<file path="src/rtl/skinny_subcells_hpc2_1_seq.sv">
// Byte-serial sequencer for the masked SKINNY-128 SubCells layer around an external HPC2 order-1 sbox8.
// Optional macro SKINNY_SUBCELLS_IDLE_CLEAR_EN clears the sbox input registers while idle.
module skinny_subcells_hpc2_1_seq #(
    parameter int unsigned SBOX_LAT = 8
) (
    input  logic         clk,
    input  logic         rst,
    input  logic         start,
    input  logic [127:0] si0,
    input  logic [127:0] si1,
    input  logic [7:0]   r_in,
    output logic         rnd_req,
    output logic [7:0]   sb_si0,
    output logic [7:0]   sb_si1,
    output logic [7:0]   sb_r,
    input  logic [7:0]   sb_bo0,
    input  logic [7:0]   sb_bo1,
    output logic [127:0] so0,
    output logic [127:0] so1,
    output logic         busy,
    output logic         done
);
    localparam int unsigned STATE_W = 128;
    localparam int unsigned BYTE_W  = 8;
    localparam int unsigned IDX_W   = 4;
    localparam int unsigned CNT_W   = 4;
    localparam logic [CNT_W-1:0] CNT_LAST = CNT_W'(SBOX_LAT - 1);
    localparam logic [IDX_W-1:0] IDX_LAST = IDX_W'(15);

    localparam logic [2:0] S_IDLE  = 3'd0;
    localparam logic [2:0] S_FEED  = 3'd1;
    localparam logic [2:0] S_WAIT  = 3'd2;
    localparam logic [2:0] S_STORE = 3'd3;
    localparam logic [2:0] S_DONE  = 3'd4;

    logic [2:0]         state_q, state_d;
    logic [IDX_W-1:0]   idx_q, idx_d;
    logic [CNT_W-1:0]   cnt_q, cnt_d;
    logic [STATE_W-1:0] sh0_q, sh0_d, sh1_q, sh1_d;
    logic [BYTE_W-1:0]  sb_si0_q, sb_si0_d, sb_si1_q, sb_si1_d, sb_r_q, sb_r_d;
    logic               rnd_req_q, busy_q, done_q;
    logic [6:0]         byte_base;

    assign byte_base = {idx_q, 3'b000};

    // State, datapath and registered status flags
    always_ff @(posedge clk or posedge rst) begin
        if (rst) begin
            state_q   <= S_IDLE;
            idx_q     <= '0;
            cnt_q     <= '0;
            sh0_q     <= '0;
            sh1_q     <= '0;
            sb_si0_q  <= '0;
            sb_si1_q  <= '0;
            sb_r_q    <= '0;
            rnd_req_q <= 1'b0;
            busy_q    <= 1'b0;
            done_q    <= 1'b0;
        end else begin
            state_q   <= state_d;
            idx_q     <= idx_d;
            cnt_q     <= cnt_d;
            sh0_q     <= sh0_d;
            sh1_q     <= sh1_d;
            sb_si0_q  <= sb_si0_d;
            sb_si1_q  <= sb_si1_d;
            sb_r_q    <= sb_r_d;
            rnd_req_q <= (state_d == S_FEED);
            busy_q    <= (state_d != S_IDLE);
            done_q    <= (state_d == S_DONE);
        end
    end

    // Sbox inputs are only reloaded in FEED, so they stay put through WAIT and STORE
    always_comb begin
        state_d  = state_q;
        idx_d    = idx_q;
        cnt_d    = cnt_q;
        sh0_d    = sh0_q;
        sh1_d    = sh1_q;
        sb_si0_d = sb_si0_q;
        sb_si1_d = sb_si1_q;
        sb_r_d   = sb_r_q;
        case (state_q)
            S_IDLE: begin
                if (start) begin
                    sh0_d   = si0;
                    sh1_d   = si1;
                    idx_d   = '0;
                    state_d = S_FEED;
                end
            end
            S_FEED: begin
                sb_si0_d = sh0_q[byte_base +: BYTE_W];
                sb_si1_d = sh1_q[byte_base +: BYTE_W];
                sb_r_d   = r_in;
                cnt_d    = '0;
                state_d  = S_WAIT;
            end
            S_WAIT: begin
                cnt_d = cnt_q + CNT_W'(1);
                if (cnt_q == CNT_LAST) begin
                    state_d = S_STORE;
                end
            end
            S_STORE: begin
                sh0_d[byte_base +: BYTE_W] = sb_bo0;
                sh1_d[byte_base +: BYTE_W] = sb_bo1;
                if (idx_q == IDX_LAST) begin
                    state_d = S_DONE;
`ifdef SKINNY_SUBCELLS_IDLE_CLEAR_EN
                    sb_si0_d = '0;
                    sb_si1_d = '0;
                    sb_r_d   = '0;
`else
                    sb_si0_d = sb_si0_q;
                    sb_si1_d = sb_si1_q;
                    sb_r_d   = sb_r_q;
`endif
                end else begin
                    idx_d   = idx_q + IDX_W'(1);
                    state_d = S_FEED;
                end
            end
            S_DONE: begin
                state_d = S_IDLE;
            end
            default: begin
                state_d = S_IDLE;
            end
        endcase
    end

    assign rnd_req = rnd_req_q;
    assign sb_si0  = sb_si0_q;
    assign sb_si1  = sb_si1_q;
    assign sb_r    = sb_r_q;
    assign so0     = sh0_q;
    assign so1     = sh1_q;
    assign busy    = busy_q;
    assign done    = done_q;

endmodule

</file>
<file path="config.mk">
export PLATFORM = sky130hd
export DESIGN_NAME = skinny_subcells_hpc2_1_seq
export DESIGN_NICKNAME = d
export VERILOG_FILES = /design/src/rtl/skinny_subcells_hpc2_1_seq.sv
export SDC_FILE = /design/constraint.sdc
export NUM_CORES = 1
export LEC_CHECK = 0
export CORE_AREA = 8 8 216 218
export DETAILED_ROUTE_END_ITERATION = 10
export DIE_AREA = 0 0 224 226
export HOLD_SLACK_MARGIN = 0.1
export PLACE_DENSITY = 0.62
export SYNTH_ARGS = -nofsm -noshare
export SYNTH_HDL_FRONTEND = slang
export SYNTH_SLANG_ARGS = --single-unit
</file>
<file path="constraint.sdc">
create_clock -name clk -period 12.13 [get_ports clk]
set_input_delay 1.213 -clock clk [delete_from_list [all_inputs] [get_ports clk]]
set_output_delay 1.213 -clock clk [all_outputs]
set_load 0.02 [all_outputs]
</file>
* After elaboration in Yosys (flattened, before gate mapping)
Cells that the tools add are included.
** Word-level totals
- Input bits :: 283
- Register bits after elaboration :: 294
- Logic and storage cells :: 48
** Cells by class
- Eq/ne operators :: 9
- Muxes and demuxes :: 14
- Shift-type cells :: 5
- Reduce and logical (&&, ||, !) cells :: 6
- Add/subtract/negate cells :: 3
** Operator list (count)
- $pmux 128 s2 :: 2
- $bwmux 128 :: 2
- $mux 128 :: 2
- $shiftx 128x8->8 :: 2
- $shiftx 8x9->128 :: 2
- $shift 8x9->128 const A :: 1
- $pmux 4 s2 :: 2
- $pmux 3 s4 :: 1
- $mux 3 :: 3
- $neg 7->9 :: 1
- $add 4x1->4 const B :: 2
- $mux 4 :: 2
- $eq 3x1->1 const B :: 2
- $eq 3x2->1 const B :: 2
- $eq 4x3->1 const B :: 1
- $eq 4x4->1 const B :: 1
- $ne 2x2->1 const B :: 2
- $reduce_bool 2->1 :: 2
- $eq 3x3->1 const B :: 1
- $logic_not 3->1 :: 1
- $reduce_and 3->1 :: 1
- $reduce_bool 3->1 :: 1
- $reduce_and 2->1 :: 1

* Longest topological paths before layout
Gate-level depths: netlist of the first run.
- Depth in word-level cells :: 4
- Depth in mapped cells :: 14
- Depth with buffers taken out :: 7

* Least setup slack after synthesis of the first run
Ideal clock, no wire load.
- Kind :: register -> register
- Start :: register idx_q[1]
- End :: register sh0_q[16], in the netlist so0[16]
- Buffers on the path :: 5
- Library setup time :: 0.125 ns
- Clock period less this slack :: 3.096 ns
- Data arrival time :: 2.971 ns
- Path slack :: 9.034 ns
- Cell stages (with the launch flop) :: 13
- Cell sequence :: dfrtp_1 > buf_4 > buf_2 > buf_2 > inv_1 > clkbuf_1 > ha_1 > nor2_2 > a21o_4 > a22oi_2 > o21ai_2 > buf_2 > mux2_2
** Between the ends
- Word-level cells in the longest chain between the ends :: 4
** RTL lines
- from (decl) :: RTL line 37 : logic [IDX_W-1:0] idx_q, idx_d;
- from (signal assigned) :: RTL line 62 : idx_q <= idx_d;
- $neg 7->9 (*) :: RTL line 108 : sh0_d[byte_base +: BYTE_W] = sb_bo0;
- $shiftx 8x9->128 / $shift 8x9->128 (equally long branches) :: RTL line 108
- $bwmux 128 (*) :: RTL line 108
- $pmux 128 s2 (*) :: RTL line 85 : case (state_q)
- to (signal assigned) :: RTL line 52 : sh0_q <= '0;
- to (signal assigned) :: RTL line 64 : sh0_q <= sh0_d;
- to (decl) :: RTL line 39 : logic [STATE_W-1:0] sh0_q, sh0_d, sh1_q, sh1_d;
Mark *: on every way between the ends. The rest lies on a longest branch, timed or not.
A chain may end at the register's enable or synchronous reset.

* Final worst setup path of the first run
- Start :: register idx_q[0]
- End :: register sh1_q[4], in the netlist so1[4]
** Between the ends
- Word-level cells in the longest chain between the ends :: 4
** RTL lines
- $neg 7->9 (*) :: RTL line 109 : sh1_d[byte_base +: BYTE_W] = sb_bo1;
- $shiftx 8x9->128 / $shift 8x9->128 (equally long branches) :: RTL line 109
- $bwmux 128 (*) :: RTL line 109
- $pmux 128 s2 (*) :: RTL line 85
- to (signal assigned) :: RTL line 53 : sh1_q <= '0;
- to (signal assigned) :: RTL line 65 : sh1_q <= sh1_d;
- to (decl) :: RTL line 39
Marked as above.

==> flow_summary_export.csv, run 1 <==
group,metric,value,unit
placed_design,post-place-ws,7770,ps
global_routing,grt_max_degree,102,
power,p_int,1.84,mW
power,power.density,112,nW/um^2
final_layout,layout-drive-gt1-share,11.2,%
setup_path,cp_slowest_cell,"nand2_1",
sta,timing.final.crit_share,34.0,%
yosys,synth_fp_nets,1716,
floorplan,io_pins,566,
detailed_routing,met2WireLength,37.6,mm
power,power.leakage,9.58,nW
floorplan,die_height,226,um
hold_path,hold_path.class,"reg -> reg",
placed_design,post-dp-hpwl,58.4,mm
power,power,2.51,mW
detailed_routing,wl,78.8,mm
placed_design,place_congestion,0.912,
yosys,synth_seq_cells,294,
clock_network,clk_pin_slew,60,ps
global_routing,grt_pass1_vias,14900,
setup_path,worstPathArrival,4590,ps
detailed_routing,wl_met3,7.17,mm
sta,timing.final.crit_period,4130,ps
setup_path,critical_path_class,"reg -> reg",
yosys,netlist_top_cells_area,"dfrtp_1 (49%), mux4_2 (9.5%), nand2_1 (5.5%)",
global_routing,grt.total_usage,30.0,%
yosys,yosys.cell_types.count,61,
global_routing,antenna_found_initial,17,
clock_network,clockRootBuffer,"clkbuf_16",
sta,max_freq,0.242,GHz
clock_network,ctsHoldBuffers,0,
power,seqPwrFrac,42.6,%
floorplan,die_w,224,um
yosys,synth_edf_count,0,
detailed_routing,drc,0,
sta,rsz0062_at_grt,"false",
setup_path,cp_top_family,"simple AND/OR/NAND/NOR gates",
setup_path,worst_setup_path_start_kind,"register",
power,p_sw_share,26.5,%
yosys,netlist_area,15100,sq um
yosys,ys.flop_type,"dfrtp_1",
placed_design,portBuffers,565,
setup_path,timing.rr.start,"idx_q[0]",
yosys,synth_area_per_cell,10.6,sq um
clock_network,htreeDepth,2,
detailed_routing,top_layer_used,"met5",
clock_network,cts_buffer_depth,3,
detailed_routing,dr.pass1.iters,6,
clock_network,cts_buffers,37,
power,vdd_drop_max,0.0760,mV
run,max_cap_violations,0,
final_layout,nets,2219,
yosys,synthTopCellsByCount,"dfrtp_1 (294), nand2_1 (223), nor2_1 (143), o21ai_0 (69), mux4_2 (64)",
detailed_routing,viasPerCell,5.82,
setup_path,cp_max_fo,28,
sta,hold_viol_final,0,
floorplan,fp.dieArea,50600,sq um
clock_network,ctsResizeCount,0,
yosys,synth.most_common_cell,"dfrtp_1",
floorplan,start_util,34.9,%
clock_network,clock-sinks,294,
clock_network,cts_tree,"done",
setup_path,max_stage_delay,1220,ps
sta,skew,17.7,ps
global_routing,grt_pass1_wl,110,mm
sta,slew_violations,0,
setup_path,crit_top_cell,"nor2_1",
yosys,yosysSeqAreaShare,48.6,%
sta,fin_ws,8000,ps
setup_path,path_cells,"inv_1 > ha_1 > nor2b_1 > nand4b_2 > nand2_1 > nor2_1 > nor2_1",
final_layout,area_growth,47.8,%
run_status,status,"finished, final reports clean",
sta,slew_headroom,17.7,%
power,pwr-share-comb,14.4,%
detailed_routing,vias,14900,
global_routing,grt_overflow,0,
floorplan,design.core.area,43500,sq um
power,p_clk_share,43.1,%
detailed_routing,ant_nets,0,
setup_path,startpoint,"idx_q[0]",
sta,setup_viol,0,
floorplan,placementRows,77,
setup_path,crit_required,12600,ps
sta,finalSetupTns,0,ps
detailed_routing,drt_first_iter_violations,1687,
yosys,synth_top_area_cell,"dfrtp_1",
power,p_sw,0.665,mW
yosys,synthCells,1427,
detailed_routing,wl_per_cell,30.7,um
yosys,async_reset_ff_share,100,%
sta,tightest_slew,1230,ps
final_layout,utilization,51.5,%
setup_path,end_kind,"register",
clock_network,clk_latency,560,ps
hold_path,hp-start,"sb_r[7]",
setup_path,crit_buf_inv,1,
clock_network,postCtsSetupBuffers,0,
yosys,yosysTopAreaCellShare,48.6,%
yosys,yosysWarningCount,0,
detailed_routing,wl_met1,31.7,mm
[state kept, by name (all words and copies together) (netlist names)]
| register | flops |
|---|---|
| so0 | 128 |
| so1 | 128 |
| sb_r | 8 |
| sb_si0 | 8 |
| sb_si1 | 8 |
| cnt_q | 4 |
| idx_q | 4 |
| state_q | 3 |
| busy | 1 |
| done | 1 |
| rnd_req | 1 |
[cell families (layout without fill, tap and decap cells)]
family | after synthesis | in the layout | synth area share (%)
mux | 137 | 137 | 15.0
xor+xnor | 2 | 2 | 0.116
buf+inv | 178 | 707 | 5.17
flops | 294 | 294 | 48.6
simple gates | 406 | 406 | 11.0
compound gates | 404 | 404 | 19.6
fa+ha+maj | 6 | 6 | 0.496
other cells | 0 | 16 | 0
[layout by cell type, fill, tap and decap left out, types with 6 or more instances in the layout]
master	n
ha_1	6
a221o_1	28
mux2_4	10
dfrtp_1	291
clkdlybuf4s50_1	565
a21o_1	26
diode_2	16
o221ai_1	32
mux4_2	64
clkbuf_8	7
nand2_1	223
o22ai_1	33
nor2_1	141
mux2_2	36
buf_4	23
clkbuf_1	12
mux2i_1	23
clkbuf_16	39
o21ai_0	69
a22o_1	49
inv_1	53
a21oi_1	48
a22oi_1	48
a31oi_1	17
clkinv_2	6
a32oi_1	24
[per-stage QoR]
step | std cells | hold slack [ps] | instance area, sq um
after floorplan | 1427 | 457 | 15100
after global placement | 2483 | 456 | 21200
after detailed placement | 2483 | 462 | 21200
after CTS | 2548 | 476 | 22300
after global routing | 2563 | 498 | 22400
final | 2564 | 473 | 22400
[power groups by stage]
stage | clock network, mW | logic [mW] | registers [mW]
after floorplan | 0 | 0.0862 | 1.12
after global placement | 0 | 0.358 | 1.08
after detailed placement | 0 | 0.361 | 1.08
after CTS | 1.09 | 0.362 | 1.07
after global routing | 1.13 | 0.379 | 1.07
final | 1.08 | 0.361 | 1.07
[area by class of cell]
| cell class | instances | area (sq um) |
|---|---|---|
| antenna | 16 | 40.0 |
| clock buffer | 58 | 1120 |
| clock inverter | 7 | 38.8 |
| fill | 3962 | 21100 |
| inverter | 54 | 210 |
| multi-input combinational | 955 | 7050 |
| sequential | 294 | 7360 |
| tap | 592 | 741 |
| timing repair buffer | 588 | 5830 |
[tightest hold or removal path: cells and delay by family, from the launching register on]
family	cells	cell delay, ps
flip-flops	1	340
AND/OR/NAND/NOR	2	100
[routing by layer]
metal	vias up	track usage, %
met5	-	0
met4	4	9.77
met3	116	7.80
met2	831	48.0
met1	7684	39.4
li1	6279	-
[path summary, 6_finish.rpt]
kind                                 end  slack (ps)  cells past startpoint
worst max-delay path              so1[4]        8000                      7
worst min-delay path             sb_r[7]         470                      2
worst max register to register    so1[4]        8000                      7
worst min register to register   sb_r[7]         470                      2
max in group asynchronous       idx_q[0]        9350                      3
min in group asynchronous        so0[66]        1160                      2
Note: power is estimated with default switching activity, not from simulation.
==> run 2: changes to the inputs <==
Clock period 12.13 ns to 4.1 ns, I/O delays scaled along.
==> flow_summary_export.csv, run 2 (synthesis results as in run 1) <==
group,metric,value,unit
sta,timing.hold.ws,402,ps
floorplan,io_pins,566,
power,vdd_drop_max,0.236,mV
run_status,status,"finished, final reports clean",
floorplan,fp.dieArea,50600,sq um
final_layout,layout-drive-gt1-share,12.1,%
placed_design,place_congestion,0.943,
sta,timing.final.crit_period,3300,ps
clock_network,clk_pin_slew,60,ps
clock_network,htreeDepth,2,
global_routing,antenna_found_initial,21,
final_layout,ff_latch_area,7370,sq um
sta,skew,18.3,ps
clock_network,cts_buffers,37,
floorplan,die_height,226,um
final_layout,area_growth,49.3,%
final_layout,final_common_cell,"clkdlybuf4s50_1",
detailed_routing,dr.pass1.iters,5,
setup_path,worstPathArrival,3740,ps
final_layout,nets,2235,
detailed_routing,drc,0,
sta,rsz0062_at_grt,"false",
clock_network,clock-sinks,294,
floorplan,placementRows,77,
detailed_routing,drt_first_iter_violations,1500,
setup_path,reg2reg_setup_slack,800,ps
clock_network,cts_buffer_depth,3,
sta,setup_viol,0,
final_layout,multiInputGateArea,7050,sq um
sta,finalSetupTns,0,ps
global_routing,grt_pass1_wl,110,mm
sta,slew_violations,0,
run,max_cap_violations,0,
setup_path,critical_path_class,"reg -> reg",
detailed_routing,ant_nets,0,
power,power.leakage,9.70,nW
floorplan,die_w,224,um
setup_path,max_stage_delay,660,ps
global_routing,grt_max_degree,124,
detailed_routing,wl_per_cell,30.6,um
sta,fin_ws,800,ps
sta,hold_viol_final,0,
clock_network,ctsResizeCount,0,
clock_network,cts_tree,"done",
setup_path,crit_required,4540,ps
placed_design,post-dp-hpwl,59.0,mm
detailed_routing,viasPerCell,5.79,
sta,tightest_slew,1180,ps
final_layout,layout_common_cells,"clkdlybuf4s50_1 (565), dfrtp_1 (291), nand2_1 (223)",
placed_design,post-place-ws,836,ps
hold_path,hold_path.class,"in -> reg",
floorplan,start_util,34.9,%
setup_path,end_kind,"register",
sta,timing.final.crit_share,80.5,%
placed_design,portBuffers,565,
global_routing,grt.total_usage,30.0,%
clock_network,clk_latency,550,ps
sta,max_freq,0.303,GHz
setup_path,worst_setup_path_start_kind,"register",
sta,slew_headroom,21.4,%
global_routing,grt_overflow,0,
setup_path,cp_slowest_cell,"nand3_1",
clock_network,clockRootBuffer,"clkbuf_16",
power,power.density,332,nW/um^2
detailed_routing,vias,14900,
setup_path,path_cells,"inv_1 > ha_1 > nor2_2 > a21o_4 > a22o_4 > nand3_1 > o221ai_1",
detailed_routing,wl,78.9,mm
global_routing,grt_pass1_vias,14900,
clock_network,ctsHoldBuffers,0,
final_layout,n_fill_cell,3940,
clock_network,postCtsSetupBuffers,0,
floorplan,design.core.area,43500,sq um
setup_path,cp_max_fo,17,
==> run 2: final cells by class <==
class                      count  area share (%)
sequential                   294            32.6
inverter                      54           0.913
tap                          592            3.28
antenna                       17           0.188
clock buffer                  60            5.24
multi-input combinational    955            31.2
timing repair buffer         604            26.5
clock inverter                 4           0.105
==> run 2: routing by layer <==
layer	global-route usage, %	part of all wire (%)	up-vias
met2	47.2	47	850
met1	39.6	41	7606
met4	12.2	3.5	8
li1	-	-	6316
met3	7.00	8.5	151
met5	0	0.053	-
==> run 2: final timing paths <==
kind | startpoint | endpoint | cells after the start
setup reg to reg | idx_q[1] | so0[89] | 7
hold reg to reg | sb_r[5] | sb_r[5] | 2
min in group asynchronous | rst | so0[76] | 3
setup / recovery | idx_q[1] | so0[89] | 7
hold / removal | r_in[3] | sb_r[3] | 3
max in group asynchronous | rst | sb_si1[3] | 3
==> run 2: critical path, delay by kind of cell (launching register included) <==
family | cells | cell delay (ps)
DFF | 1 | 620
and+or+nand+nor | 2 | 1020
buffers and inverters | 1 | 320
AOI/OAI and AO/OA | 3 | 850
adders and majority gates | 1 | 360
==> run 2: where the power goes <==
group / leakage [nW] / switching, mW / internal, mW / total, mW
combinational: 5.31 / 0.509 / 0.569 / 1.08
sequential: 3.78 / 0.131 / 3.03 / 3.16
clock: 0.600 / 1.31 / 1.97 / 3.27
==> run 2: through the flow <==
step / std cells / util, % / total power [mW] / area [sq um]
after global placement: 2499 / 49.2 / 4.27 / 21400
after floorplan: 1427 / - / 3.56 / 15100
after CTS: 2563 / 51.9 / 7.56 / 22600
final: 2580 / 52.0 / 7.51 / 22600
after detailed placement: 2499 / 49.2 / 4.28 / 21400
after global routing: 2578 / 52.0 / 7.74 / 22600
